$ cat config.mk
export PLATFORM = sky130hd
export DESIGN_NAME = hilo_ctrl
export DESIGN_NICKNAME = d
export VERILOG_FILES = /design/src/rtl/muldiv_pkg.sv /design/src/rtl/hilo_watchdog.sv /design/src/rtl/hilo_ctrl.sv
export SDC_FILE = /design/constraint.sdc
export NUM_CORES = 1
export LEC_CHECK = 0
export ABC_AREA = 0
export CORE_ASPECT_RATIO = 2
export CORE_UTILIZATION = 40
export CTS_CLUSTER_DIAMETER = 150
export DETAILED_ROUTE_END_ITERATION = 12
export GPL_TIMING_DRIVEN = 0
export PLACE_DENSITY = 0.84
export SYNTH_ARGS = -nofsm -noshare
export SYNTH_HDL_FRONTEND = slang
export SYNTH_SLANG_ARGS = --single-unit
$ cat constraint.sdc
create_clock -name clock -period 5.55 [get_ports clock]
set_clock_uncertainty 0.15 [all_clocks]
set_input_delay 1.11 -clock clock [delete_from_list [all_inputs] [get_ports clock]]
set_output_delay 1.11 -clock clock [all_outputs]
set_load 0.005 [all_outputs]
$ cat src/rtl/muldiv_pkg.sv
// rtl/muldiv_pkg.sv - shared op encodings, FSM states and defaults for the HI/LO sequencer
package muldiv_pkg;

  localparam int DEFAULT_MAX_CYCLES = 64;

  localparam logic [1:0] OP_MULT = 2'b00;
  localparam logic [1:0] OP_DIV  = 2'b01;
  localparam logic [1:0] OP_MTHI = 2'b10;
  localparam logic [1:0] OP_MTLO = 2'b11;

  typedef enum logic [1:0] {
    ST_IDLE    = 2'b00,
    ST_RUN_MUL = 2'b01,
    ST_RUN_DIV = 2'b10,
    ST_RELEASE = 2'b11
  } state_t;

  function automatic logic is_move_to(input logic [1:0] op);
    return (op == OP_MTHI) || (op == OP_MTLO);
  endfunction

endpackage

$ cat src/rtl/hilo_watchdog.sv
// rtl/hilo_watchdog.sv - per-operation cycle counter; expired flags the last allowed run cycle
module hilo_watchdog
  import muldiv_pkg::*;
#(
  parameter int MAX_CYCLES = DEFAULT_MAX_CYCLES
) (
  input  logic clock,
  input  logic reset,
  input  logic clear,
  input  logic enable,
  output logic expired
);

  localparam int CW = (MAX_CYCLES > 1) ? $clog2(MAX_CYCLES) : 1;
  localparam logic [CW-1:0] LAST = CW'(MAX_CYCLES - 1);

  logic [CW-1:0] r_count;
  logic          w_at_last;

  assign w_at_last = (r_count == LAST);
  assign expired   = enable && w_at_last;

  // Saturates at LAST so a stalled FSM can never wrap back to an early count.
  always_ff @(posedge clock) begin
    if (reset || clear) begin
      r_count <= '0;
    end else if (enable && !w_at_last) begin
      r_count <= r_count + 1'b1;
    end
  end

endmodule

$ cat src/rtl/hilo_ctrl.sv
// rtl/hilo_ctrl.sv - MULT/DIV sequencer and architectural HI/LO register file
// Holds the selected unit's run enable until its final flag, then forces one release cycle.
module hilo_ctrl
  import muldiv_pkg::*;
#(
  parameter int MAX_CYCLES = DEFAULT_MAX_CYCLES
) (
  input  logic        clock,
  input  logic        reset,
  input  logic        start,
  input  logic [1:0]  op,
  input  logic [31:0] mt_data,
  input  logic        div_final,
  input  logic        div_zero,
  input  logic [31:0] div_hi,
  input  logic [31:0] div_lo,
  input  logic        mult_final,
  input  logic [31:0] mult_hi,
  input  logic [31:0] mult_lo,
  output logic        div_control,
  output logic        mult_control,
  output logic [31:0] hi_out,
  output logic [31:0] lo_out,
  output logic        busy,
  output logic        done,
  output logic        div_zero_exc,
  output logic        timeout_exc
);

  state_t      r_state;
  state_t      w_next_state;
  logic [31:0] r_hi;
  logic [31:0] r_lo;
  logic [31:0] w_hi_next;
  logic [31:0] w_lo_next;
  logic        r_div_control;
  logic        r_mult_control;
  logic        r_busy;
  logic        r_done;
  logic        r_div_zero_exc;
  logic        r_timeout_exc;
  logic        w_done_next;
  logic        w_set_div_zero;
  logic        w_set_timeout;
  logic        w_clear_flags;
  logic        w_running;
  logic        w_expired;

  assign w_running = (r_state == ST_RUN_MUL) || (r_state == ST_RUN_DIV);

  hilo_watchdog #(
    .MAX_CYCLES(MAX_CYCLES)
  ) u_watchdog (
    .clock   (clock),
    .reset   (reset),
    .clear   (!w_running),
    .enable  (w_running),
    .expired (w_expired)
  );

  always_ff @(posedge clock) begin
    if (reset) begin
      r_state <= ST_IDLE;
    end else begin
      r_state <= w_next_state;
    end
  end

  always_comb begin
    w_next_state   = r_state;
    w_hi_next      = r_hi;
    w_lo_next      = r_lo;
    w_done_next    = 1'b0;
    w_set_div_zero = 1'b0;
    w_set_timeout  = 1'b0;
    w_clear_flags  = 1'b0;
    unique case (r_state)
      ST_IDLE: begin
        if (start) begin
          w_clear_flags = 1'b1;
          unique case (op)
            OP_MULT: w_next_state = ST_RUN_MUL;
            OP_DIV:  w_next_state = ST_RUN_DIV;
            OP_MTHI: w_hi_next    = mt_data;
            OP_MTLO: w_lo_next    = mt_data;
          endcase
          w_done_next = is_move_to(op);
        end
      end
      // A final flag on the expiry edge wins over the watchdog.
      ST_RUN_DIV: begin
        if (div_final) begin
          w_next_state = ST_RELEASE;
          w_done_next  = 1'b1;
          if (div_zero) begin
            w_set_div_zero = 1'b1;
          end else begin
            w_hi_next = div_hi;
            w_lo_next = div_lo;
          end
        end else if (w_expired) begin
          w_next_state  = ST_RELEASE;
          w_done_next   = 1'b1;
          w_set_timeout = 1'b1;
        end
      end
      ST_RUN_MUL: begin
        if (mult_final) begin
          w_next_state = ST_RELEASE;
          w_done_next  = 1'b1;
          w_hi_next    = mult_hi;
          w_lo_next    = mult_lo;
        end else if (w_expired) begin
          w_next_state  = ST_RELEASE;
          w_done_next   = 1'b1;
          w_set_timeout = 1'b1;
        end
      end
      ST_RELEASE: begin
        w_next_state = ST_IDLE;
      end
    endcase
  end

  // Control lines and busy are decoded from the next state so they leave a flop directly.
  always_ff @(posedge clock) begin
    if (reset) begin
      r_hi           <= '0;
      r_lo           <= '0;
      r_div_control  <= 1'b0;
      r_mult_control <= 1'b0;
      r_busy         <= 1'b0;
      r_done         <= 1'b0;
      r_div_zero_exc <= 1'b0;
      r_timeout_exc  <= 1'b0;
    end else begin
      r_hi           <= w_hi_next;
      r_lo           <= w_lo_next;
      r_div_control  <= (w_next_state == ST_RUN_DIV);
      r_mult_control <= (w_next_state == ST_RUN_MUL);
      r_busy         <= (w_next_state != ST_IDLE);
      r_done         <= w_done_next;
      r_div_zero_exc <= w_set_div_zero | (r_div_zero_exc & ~w_clear_flags);
      r_timeout_exc  <= w_set_timeout  | (r_timeout_exc  & ~w_clear_flags);
    end
  end

  assign div_control  = r_div_control;
  assign mult_control = r_mult_control;
  assign hi_out       = r_hi;
  assign lo_out       = r_lo;
  assign busy         = r_busy;
  assign done         = r_done;
  assign div_zero_exc = r_div_zero_exc;
  assign timeout_exc  = r_timeout_exc;

endmodule
==> qor.yml, run 1 <==
outcome: "finished, final reports clean"
core_sq_um: 9760
worst_setup_path_start_kind: "input pin"
h-tree-depth: 3
fin_util_pct: 70.5
antenna_cells: 0
hold_start: "lo_out[27]"
clock_sinks: 78
cp_max_fo: 10
critPathRequiredTime_ps: 5660
dp_hpwl_mm: 13.7
grt.total_usage_pct: 32.6
hold_end: "lo_out[27]"
clk_latency_ps: 340
powerDensity_nw_per_um2: 494
netlist_area_sq_um: 4010
setup_viol: 0
antenna_found_initial: 0
crit_arrival_ps: 2960
synth.ff_latch_count: 78
synth_compound_area_share_pct: 32.9
period_share_pct: 51.4
grt_overflow: 0
synth_top_family_by_area: "compound AO/OA/AOI/OAI gates"
relSlewSlack_pct: 56.1
fin_nets: 908
post_cts_buffers: 0
tightest_slew_ps: 658
synth-xor-area-share_pct: 0.436
die-area_sq_um: 10500
grt_pass1_vias: 4943
synthDistinctLibCells: 42
async_reset_ff_share_pct: 0
grt_max_degree: 13
area_delta_synth_final_pct: 71.4
avgSynthCellArea_sq_um: 8.28
cts_root_buf: "clkbuf_16"
start_util_pct: 41.1
worst_setup_path_end_kind: "flip-flop"
drive_gt1_share_pct: 5.30
yosysWarningCount: 0
wl_per_cell_um: 19.8
grt_pass1_wl_mm: 25.2
numCtsBuffers: 9
vias: 4894
syn_nets: 661
rr_endpoint: "done"
synthSimpleGateAreaFrac_pct: 18.1
drt_pass1_iterations: 5
drt_iter0_drc: 241
hold_ws_ps: 303
cts_tree: "built"
io_pins: 238
holdPathStages: 2
max_freq_ghz: 0.351
synthAdderAreaFrac_pct: 2.49
dp_cells: 853
cts.clk_slew.worst_paths_ps: 60
ant_nets: 0
startpoint: "div_final"
layoutNonFillerInstCount: 868
synth-seq-area-share_pct: 38.9
synth_area_leaders: "dfxtp_1 39%, a21oi_1 8.1%, a211o_1 7.4%"
rrSetupSlack_ps: 2970
rsz0062_at_grt: "no"
report.final.slew_viol_count: 0
synth.largest_area_cell: "dfxtp_1"
path_class: "in -> reg"
hold_class: "reg -> reg"
post_cts_resized: 0
dieWidth_um: 72.8
cts-hold-fix-buffers: 0
rows: 51
synth-main-ff-cell: "dfxtp_1"
via_per_inst: 5.64
peakVddDrop_uv: 325
io_buffers: 236
synth.top_cell.area_share_pct: 38.9
period_minus_slack_ps: 2850
r2r_cells: 7
die_h_um: 144
gp_congestion: 0.947
drc_errors: 0
cap_violations: 0
tns_ps: 0
routed_wl_mm: 17.2
syn_inst: 485
r2r_start: "r_state[0]"
p_leak_nw: 2.46
muxShareOfSynthArea_pct: 0.249
finalHoldViolations: 0
synth_edf_count: 0
cts_max_path_buffers: 2
[kinds of logic after synthesis]
kind of cell	after synthesis
and+or+nand+nor	156
adders and majority gates	8
buffers and inverters	58
xor gates and xnor gates	2
DFF	78
muxes	1
AOI/OAI and AO/OA	182
[critical path, stage by stage]
cell and delay [ps]:
clkdlybuf4s50_1 510, and2b_1 270, o221ai_4 350, clkbuf_1 420
nand2_1 120, a21oi_1 170
[power by group]
group	switching [mW]	total, mW	internal [mW]
registers	0.0949	0.826	0.731
logic	1.05	1.90	0.848
clock network	0.226	0.675	0.448
total	1.37	3.40	2.03
[per-layer routing]
metal | track usage (%) | wire [um]
met5 | 0 | 0
met4 | 24.4 | 1250
met3 | 7.64 | 1130
met2 | 58.3 | 9070
met1 | 31.6 | 5720
[cell usage after synthesis (all sizes together) (2+ instances only)]
cell	number
dfxtp	78
nand2	66
a21oi	65
nor2	39
a211o	34
a221oi	32
a22oi	32
or3	31
clkbuf	29
buf	19
inv	10
ha	8
a211oi	5
o21a	4
nand4	3
nor3	3
a31oi	2
a32oi	2
and2	2
and2b	2
o21ai	2
o221ai	2
or2b	2
[cells in the final DEF (no fill, tap or decap), types with 2 or more instances in the layout]
cell type          n
and2_1             2
ha_1               8
buf_6              3
bufinv_16          3
nor3_1             3
clkdlybuf4s50_1  236
buf_4              6
o21a_1             4
a22oi_1           32
a211oi_1           5
o221ai_4           2
o21ai_0            2
inv_1              9
nor2_1            39
buf_2             10
a31oi_1            2
nand4_1            3
a221oi_1          32
nand2_1           66
clkbuf_16          9
dfxtp_1           78
or3_1             31
a32oi_1            2
a21oi_1           65
a211o_1           34
clkbuf_1          29
[per-stage QoR]
step	setup slack, ps	power, mW	area [sq um]
2_1_floorplan	3170	1.86	4010
5_1_grt	2550	3.60	6880
3_5_place_dp	2370	2.72	6540
3_3_place_gp	2420	2.67	6540
6_report	2700	3.40	6880
4_1_cts	2720	3.40	6880
[worst max path at each step]
stage                       endpoint  slack [ps]  cells after the start
after detailed placement  hi_out[30]        2370                      6
final                     hi_out[30]        2700                      6
after floorplan           lo_out[30]        3170                      5
after global routing      hi_out[27]        2550                      6
after global placement    hi_out[28]        2420                      6
after CTS                 hi_out[30]        2720                      6
[registers in the layout (all words and copies together) (netlist names)]
name / count
hi_out: 32
lo_out: 32
done: 1
busy: 1
u_watchdog.r_count: 6
r_state: 2
mult_control: 1
div_control: 1
div_zero_exc: 1
timeout_exc: 1
[cell type report]
class                   instances  area [sq um]
clock buffers                  11           243
clock inverters                 4          95.1
plain buffers                  48           239
fillers                       801          2880
well taps                     132           165
inverters                      10          37.5
flip-flops and latches         78          1560
repair buffers                236          2360
multi-input cells             349          2180
(Power assumes the default switching activity.)
==> run 2: changes to the inputs <==
--- a/config.mk
+++ b/config.mk
@@ -7,11 +7,11 @@
 export LEC_CHECK = 0
 export ABC_AREA = 0
 export CORE_ASPECT_RATIO = 2
-export CORE_UTILIZATION = 40
+export CORE_UTILIZATION = 34
 export CTS_CLUSTER_DIAMETER = 150
 export DETAILED_ROUTE_END_ITERATION = 12
 export GPL_TIMING_DRIVEN = 0
-export PLACE_DENSITY = 0.84
+export PLACE_DENSITY = 0.76
 export SYNTH_ARGS = -nofsm -noshare
 export SYNTH_HDL_FRONTEND = slang
 export SYNTH_SLANG_ARGS = --single-unit
==> constraint.sdc (replaced) <==
create_clock -name clock -period 2.4 [get_ports clock]
set_clock_uncertainty 0.15 [all_clocks]
set_input_delay 0.48 -clock clock [delete_from_list [all_inputs] [get_ports clock]]
set_output_delay 0.48 -clock clock [all_outputs]
set_load 0.005 [all_outputs]
==> qor.yml, run 2 (synthesis results as in run 1) <==
p_int_mw: 4.43  # +120%
core_sq_um: 11400  # +17%
start_util_pct: 35.1  # -6.0 points
io_pins: 238  # unchanged
startpoint: "r_state[0]"
gp_congestion: 0.956  # +0.89%
grt_pass1_vias: 4904  # -0.79%
dieWidth_um: 78.8  # +8.2%
max_freq_ghz: 0.431
cp_max_fo: 10  # unchanged
rows: 55  # +7.8%
clk_latency_ps: 330  # about the same
worst_setup_path_start_kind: "flip-flop"
routed_wl_mm: 17.8  # +3.4%
fin_nets: 911  # +0.33%
p_clk_share_pct: 16.0  # -3.8 points
fin_area_sq_um: 6870  # -0.13%
layoutNonFillerInstCount: 880  # +1.4%
ant_nets: 0  # unchanged
io_buffers: 236  # unchanged
drt_iter0_drc: 263  # +9.1%
power.switching_mw: 3.21  # +130%
cts.clk_slew.worst_paths_ps: 60  # about the same
cts_max_path_buffers: 2  # unchanged
path_class: "reg -> reg"
crit_arrival_ps: 2420  # -540 ps
cts_tree: "built"
period_minus_slack_ps: 2320
relSlewSlack_pct: 58.9  # +2.8 points
final_common_cell: "clkdlybuf4s50_1"
r2r_cells: 8  # +1
power_mw: 7.64  # +120%
final_cell_mix: "236 x clkdlybuf4s50_1, 76 x dfxtp_1, 66 x nand2_1, 65 x a21oi_1, 39 x nor2_1"
tightest_slew_ps: 616  # -41.6 ps
outcome: "finished, final reports clean"
period_share_pct: 96.6
cts-hold-fix-buffers: 0  # unchanged
hold_class: "reg -> reg"
peakVddDrop_uv: 604  # +86%
critPathRequiredTime_ps: 2510  # -3150 ps
report.final.slew_viol_count: 0  # unchanged
die-area_sq_um: 12300  # +17%
seq_power_share_pct: 25.0  # +0.7 points
drt_pass1_iterations: 5  # unchanged
die_h_um: 156  # +8.3%
cap_violations: 0  # unchanged
rrSetupSlack_ps: 80  # -2890 ps
antenna_found_initial: 0  # unchanged
place_area_sq_um: 6550  # +0.19%
grt.total_usage_pct: 28.1  # -4.6 points
combPwrFrac_pct: 59.0  # +3.1 points
numCtsBuffers: 9  # unchanged
grt_pass1_wl_mm: 25.7  # +2.2%
hold_ws_ps: 304  # +1.03 ps
h-tree-depth: 3  # unchanged
cts_root_buf: "clkbuf_16"
drive_gt1_share_pct: 7.32  # +2.0 points
worstSetupEndpoint: "lo_out[24]"
rr_endpoint: "lo_out[24]"
clock_sinks: 78  # unchanged
dp_hpwl_mm: 14.1  # +3.0%
area_delta_synth_final_pct: 71.2
r2r_start: "r_state[0]"
p_leak_nw: 2.46  # +0.21%
grt_overflow: 0  # unchanged
vias: 4873  # -0.43%
dp_cells: 863  # +1.2%
antenna_cells: 0  # unchanged
rsz0062_at_grt: "no"
switching_share_pct: 42.0  # +1.6 points
grt_max_degree: 13  # unchanged
finalHoldViolations: 0  # unchanged
worst_setup_path_end_kind: "flip-flop"
drc_errors: 0  # unchanged
via_per_inst: 5.54  # -1.8%
powerDensity_nw_per_um2: 1110  # +120%
wl_per_cell_um: 20.2  # +2.0%
setup_viol: 0  # unchanged
## run 2: changes by cell type in the layout (fill, tap and decap cells not counted), moves of 3 or more
cell	previous run	this run
clkbuf_4	0	3
bufinv_16	3	0
buf_2	10	7
clkbuf_1	29	18
clkbuf_2	1	11
## run 2: layout make-up
type	count	area [sq um]
well taps	142	178
flip-flops and latches	78	1560
clock buffers	10	239
clock inverters	4	25.0
repair buffers	238	2380
multi-input cells	350	2190
plain buffers	48	259
fillers	1045	4550
inverters	10	37.5
## run 2: routing by layer
layer / up-vias / track usage (%) / wire (um)
met2: 209 / 51.9 / 9540
met4: 0 / 18.8 / 1060
met5: - / 0 / 0
met3: 60 / 6.32 / 1040
met1: 2300 / 26.9 / 6130
li1: 2304 / - / -
## run 2: critical path, cell delays in order, from the launching register on
cell and delay [ps]:
dfxtp_2 390, inv_1 110, ha_1 290, buf_4 170, and2b_4 230, o221ai_4 160, buf_6 180, or3_1 390
a21oi_1 160
## run 2: timing repair
item | in CTS | in global routing
pin swaps | 1 | 1
gates cloned | 0 | 1
setup buffers | 2 | 0
endpoints found under the setup margin | 52 | 61
gates resized for setup | 5 | 16
## run 2: worst min-delay path by stage
stage | start | endpoint | depth (start not counted)
after floorplan | u_watchdog.r_count[2] | u_watchdog.r_count[2] | 1
after global placement | hi_out[7] | hi_out[7] | 2
after detailed placement | lo_out[2] | lo_out[2] | 2
after CTS | lo_out[2] | lo_out[2] | 2
after global routing | hi_out[20] | hi_out[20] | 2
final | hi_out[7] | hi_out[7] | 2
## run 2: power groups by stage
stage	clock network, mW	logic [mW]	registers [mW]
CTS	1.24	4.43	1.91
detailed placement	0	4.37	1.93
finish	1.22	4.50	1.91
global route	1.30	4.84	1.95
global placement	0	4.30	1.91
floorplan	0	2.35	1.94
## run 2: metrics by stage
step           worst slack [ps]  util, %  TNS, ps
3_3_place_gp               -131     57.4    -2550
3_5_place_dp               -190     57.4    -5100
4_1_cts                    16.4     59.9        0
6_report                   81.3     60.1        0
2_1_floorplan               333        -        0
5_1_grt                   0.572     60.1        0
